$ cat src/rtl/fifo_wr_arbiter.sv
// Purpose: shares one store-FIFO write port among NREQ requesters, round-robin with locked bursts.
// Latency: grant is combinational; the accepted beat appears on the FIFO write port one cycle later.
// Backpressure: full, or nearly-full with a write in flight, blocks all grants and freezes arbitration.
module fifo_wr_arbiter #(
    parameter  int NREQ       = 4,
    parameter  int DATA_WIDTH = 32,
    parameter  int MAX_BURST  = 8,
    localparam int IDW        = (NREQ > 1) ? $clog2(NREQ) : 1
) (
    input  logic                       clk,
    input  logic                       rst,
    input  logic [NREQ-1:0]            req_i,
    input  logic [NREQ-1:0]            lock_i,
    input  logic [NREQ*DATA_WIDTH-1:0] data_i,
    output logic [NREQ-1:0]            gnt_o,
    output logic                       fifo_wr_en_o,
    output logic [IDW+DATA_WIDTH-1:0]  fifo_wr_data_o,
    input  logic                       fifo_full_i,
    input  logic                       fifo_nearly_full_i,
    output logic [IDW-1:0]             owner_o,
    output logic                       locked_o
);

    typedef enum logic {
        ARB   = 1'b0,
        BURST = 1'b1
    } state_t;

    localparam bit          BURST_EN  = (MAX_BURST > 1);
    localparam logic [8:0]  MAX_BURST9 = 9'(MAX_BURST);
    localparam logic [IDW-1:0] LAST_RST = IDW'(NREQ - 1);

    state_t                r_state;
    state_t                w_state_nxt;
    logic [IDW-1:0]        r_last;
    logic [IDW-1:0]        w_last_nxt;
    logic [IDW-1:0]        r_owner;
    logic [IDW-1:0]        w_owner_nxt;
    logic [7:0]            r_cnt;
    logic [7:0]            w_cnt_nxt;
    logic [8:0]            w_cnt_inc;
    logic                  w_ok;
    logic                  w_accept;
    logic [IDW-1:0]        w_rr_win;
    logic [IDW-1:0]        w_sel;
    logic [DATA_WIDTH-1:0] w_payload;

    // First requester strictly after 'last', wrapping modulo NREQ.
    function automatic logic [IDW-1:0] f_rr_pick(input logic [NREQ-1:0] req,
                                                 input logic [IDW-1:0]  last);
        logic [IDW-1:0] pick;
        logic           found;
        int unsigned    idx;
        pick  = '0;
        found = 1'b0;
        for (int i = 1; i <= NREQ; i++) begin
            idx = (int'(last) + i) % NREQ;
            if (!found && req[idx]) begin
                found = 1'b1;
                pick  = idx[IDW-1:0];
            end
        end
        return pick;
    endfunction

    assign w_ok     = !fifo_full_i && !(fifo_nearly_full_i && fifo_wr_en_o);
    assign w_rr_win = f_rr_pick(req_i, r_last);

    always_comb begin
        w_state_nxt = r_state;
        w_last_nxt  = r_last;
        w_owner_nxt = r_owner;
        w_cnt_nxt   = r_cnt;
        w_sel       = r_owner;
        w_accept    = 1'b0;
        w_cnt_inc   = {1'b0, r_cnt} + 9'd1;
        case (r_state)
            ARB: begin
                w_sel    = w_rr_win;
                w_accept = w_ok && (|req_i);
                if (w_accept) begin
                    if (lock_i[w_rr_win] && BURST_EN) begin
                        w_state_nxt = BURST;
                        w_owner_nxt = w_rr_win;
                        w_cnt_nxt   = 8'd1;
                    end else begin
                        w_last_nxt = w_rr_win;
                    end
                end
            end
            BURST: begin
                w_accept = w_ok && req_i[r_owner];
                if (w_accept) begin
                    w_cnt_nxt = w_cnt_inc[7:0];
                    if (!lock_i[r_owner] || (w_cnt_inc == MAX_BURST9)) begin
                        w_state_nxt = ARB;
                        w_last_nxt  = r_owner;
                    end
                end else if (w_ok && !req_i[r_owner] && !lock_i[r_owner]) begin
                    // Owner walked away without finishing: release the port.
                    w_state_nxt = ARB;
                    w_last_nxt  = r_owner;
                end
            end
            default: w_state_nxt = ARB;
        endcase
    end

    always_comb begin
        w_payload = '0;
        for (int k = 0; k < NREQ; k++) begin
            if (w_sel == IDW'(k)) begin
                w_payload = data_i[k*DATA_WIDTH +: DATA_WIDTH];
            end
        end
    end

    always_comb begin
        gnt_o = '0;
        if (w_accept && !rst) begin
            gnt_o[w_sel] = 1'b1;
        end
    end

    always_ff @(posedge clk) begin
        if (rst) begin
            r_state        <= ARB;
            r_last         <= LAST_RST;
            r_owner        <= '0;
            r_cnt          <= '0;
            fifo_wr_en_o   <= 1'b0;
            fifo_wr_data_o <= '0;
        end else begin
            r_state      <= w_state_nxt;
            r_last       <= w_last_nxt;
            r_owner      <= w_owner_nxt;
            r_cnt        <= w_cnt_nxt;
            fifo_wr_en_o <= w_accept;
            if (w_accept) begin
                fifo_wr_data_o <= {w_sel, w_payload};
            end
        end
    end

    assign locked_o = (r_state == BURST) && !rst;
    assign owner_o  = locked_o ? r_owner : '0;

endmodule
$ cat config.mk
export PLATFORM = sky130hd
export DESIGN_NAME = fifo_wr_arbiter
export DESIGN_NICKNAME = d
export VERILOG_FILES = /design/src/rtl/fifo_wr_arbiter.sv
export SDC_FILE = /design/constraint.sdc
export NUM_CORES = 1
export LEC_CHECK = 0
export BUFFER_PORTS_ARGS = -buffer_cell sky130_fd_sc_hd__buf_4
export CAP_MARGIN = 20
export CORE_ASPECT_RATIO = 1.75
export CORE_MARGIN = 2
export CORE_UTILIZATION = 25
export CTS_CLUSTER_DIAMETER = 40
export DETAILED_ROUTE_END_ITERATION = 8
export SLEW_MARGIN = 15
export SYNTH_ARGS = -nofsm -noshare
export SYNTH_HDL_FRONTEND = slang
export SYNTH_SLANG_ARGS = --single-unit
$ cat constraint.sdc
create_clock -name clk -period 3.39 [get_ports clk]
set_input_delay 0.339 -clock clk [delete_from_list [all_inputs] [get_ports clk]]
set_output_delay 0.339 -clock clk [all_outputs]
set_load 0.02 [all_outputs]
==> results.md <==
- Hold_buf cts: 0
- Initial Utilization: 0.2558
- Post-synth ARST share: 0
- Post-Synthesis Cells: 412
- Die area: around 0.013 mm^2
- Post-synth EDFFs: 0
- Lkg Pwr: 2.222 nW
- Crit Path Max Fanout: 34
- Drt drc: 0
- Arr. time, crit path: 2430 ps
- Most common cell after layout, fill and taps aside: buf_4
- Routed via count: roughly 3,600
- Max-slew headroom: 0.3213
- TritonCTS Buffers: 5
- Post-layout min period: about 2800 ps
- Synthesized area: 0.002963 mm^2
- Clock Skew: about 5.5 ps
- Number of global-route vias before repair: 3,571
- Number of library cell types mapped by synthesis: between 40 and 50
- Status: completed
- CP delay by family, top: compound AO/OA/AOI/OAI gates
- Worst path bufs/invs: 1
- H-tree depth: 2
- GP Congestion: around 0.86
- Clock Latency Late Sink: slightly below 300 ps
- Longest Clk Path Bufs: 2
- Post-CTS Resized: 0
- Peak supply drop: 185.4 uV
- Antenna Violating Nets Remaining: 0
- Class of the worst hold path: input port to register
- Setup CP Type: register to primary output
- Endpoints failing hold: 0
- RSZ-0062 raised after global routing: false
- Die height: roughly 150 um
- Setup crit start kind: register
- Fin nets: about 700
- Syn_area_per_cell: approximately 7.2 um^2
- CP max stage cell: o211ai_4
- First DRT Iteration DRCs: 163
- Seq cells post-synth: 48
- Final instance area: 0.004601 mm^2
- Total Routing Usage GR: 0.1680
- Dominant synthesized flop cell: dfxtp_1
- Core area: between 0.01 and 0.015 mm^2
- Via/cell ratio: about 5.0
- Crit-path cells: mux2i_1 > o22a_1 > o21ai_2 > o211ai_4 > nor2_1 > buf_4
- Routed WL: roughly 11 mm
- Post-CTS setup repair buffer count: 0
- Placed Area: approximately 0.0044 mm^2
- Max Freq: about 360 MHz
- CTS tree: done
- Final max-slew violation count: 0
- Crit end category: primary output
- Required time worst endpoint: about 3000 ps
- Synth-to-layout area growth: 55.28%
- First-pass GRT wire length: ~17 mm
- Ys Warns: 0
- Layout cells sized above 1: 0.3610
- Diode count: 0
- Largest net degree at the start of global routing: 45
- Pre-Repair DR Iteration Count: 4
- Routed len/inst: between 15 and 20 um
- Root Buffer: clkbuf_16
- Clock slew at reported path FFs: around 60 ps
- Setup violations, final: 0
- Top Ports: roughly 180
- Syn Nets: ~550
- Commonest cells after routing, fill and taps aside: buf_4 (184), nand2_1 (165), dfxtp_1 (48), a21oi_1 (38), a221o_1 (32)
- Initial antenna violation count: 0
- Seq/Total Area, Yosys: 0.3243
- CP peak stage delay: ~830 ps
- Slew at the pin with the worst max-slew slack: a little over 1000 ps
- Crit share post-route: 0.8168
- Maxcap violations: 0
- Total negative slack: 0 ps
- Die width: 86.30 um
- Gr ovfl total: 0
- CTS sink count: between 40 and 50
- Std cell rows: 52
- DPL Wire Length: ~8.7 mm
- Port Buffer Count: around 180
- Pwr dens: around 460 mW/mm^2
## path summary, 6_finish.rpt
kind | start | endpoint | slack (ps) | cells past startpoint
hold / removal | rst | fifo_wr_data_o[32]$_SDFFE_PP0P_ | 310 | 2
setup reg to reg | r_state$_SDFF_PP0_ | fifo_wr_data_o[20]$_SDFFE_PP0P_ | 1020 | 6
setup / recovery | r_last[1]$_SDFFE_PP1P_ | gnt_o[3] | 620 | 6
hold reg to reg | fifo_wr_data_o[15]$_SDFFE_PP0P_ | fifo_wr_data_o[15]$_SDFFE_PP0P_ | 490 | 1
## where the power goes
group	switching [mW]	internal, mW
Clock	0.216	0.347
Sequential	0.0588	0.643
Combinational	0.455	0.376
## state kept, by name, indices dropped and copies added (netlist names)
name,cells
r_owner,2
r_state,1
r_last,2
fifo_wr_en_o,1
fifo_wr_data_o,34
r_cnt,8
## synthesized netlist by cell type (2+ instances only)
| library cell | count | area [um^2] |
|---|---|---|
| o221ai_1 | 2 | 17.52 |
| inv_1 | 4 | 15.01 |
| clkbuf_1 | 9 | 33.78 |
| nor2_1 | 9 | 33.78 |
| a221o_1 | 32 | 320.3 |
| o21ai_2 | 2 | 17.52 |
| o31a_1 | 2 | 17.52 |
| and4_1 | 2 | 17.52 |
| o21a_1 | 2 | 15.01 |
| a21boi_1 | 2 | 15.01 |
| a21oi_1 | 38 | 190.2 |
| dfxtp_1 | 48 | 960.9 |
| nand2_1 | 165 | 619.3 |
| mux2i_1 | 6 | 60.06 |
| mux4_2 | 2 | 45.04 |
| nor3_1 | 6 | 30.03 |
| buf_6 | 3 | 33.78 |
| nand2b_1 | 6 | 37.54 |
| a31oi_1 | 5 | 31.28 |
| o21ai_0 | 8 | 40.04 |
| and2_1 | 3 | 18.77 |
| and3_1 | 6 | 37.54 |
| buf_2 | 15 | 75.07 |
| mux2_2 | 2 | 22.52 |
| nand3_1 | 12 | 60.06 |
## cells by family (layout without fill, tap and decap cells)
| kind of cell | Yosys count | after routing | share of synthesized area |
|---|---|---|---|
| compound gates | 105 | 105 | 0.2652 |
| fa+ha+maj | 1 | 1 | 0.004222 |
| buf+inv | 31 | 198 | 0.05321 |
| flops | 48 | 48 | 0.3243 |
| mux | 10 | 10 | 0.04307 |
| simple gates | 217 | 217 | 0.3100 |
## layer usage
layer | vias to the layer above | GRT usage | routed length (um)
li1 | 1790 | - | -
met1 | 1631 | 0.1740 | 4082
met2 | 127 | 0.3229 | 6197
met3 | 22 | 0.02401 | 516
met4 | 0 | 0.07578 | 393
met5 | - | 0 | 0
## cell type report
type	count	area [um^2]
fillers	1245	6980
repair buffers	186	1421
clock buffers	6	128.9
flip-flops and latches	48	960.9
clock inverters	2	35.03
inverters	4	15.01
multi-input cells	333	1871
well taps	135	168.9
## per-stage QoR
stage	utilization	cells	setup slack (ps)	total power, mW	hold WS, ps
2_1_floorplan	-	412	1261	1.182	473.2
3_3_place_gp	0.3831	706	990.8	1.541	471.5
3_5_place_dp	0.3831	706	926.6	1.549	474.4
4_1_cts	0.3973	714	596.8	2.119	304.2
5_1_grt	0.3973	714	450.4	2.208	321.9
6_report	0.3973	714	621.0	2.095	309.6
Power figures use the tool's default switching activity.
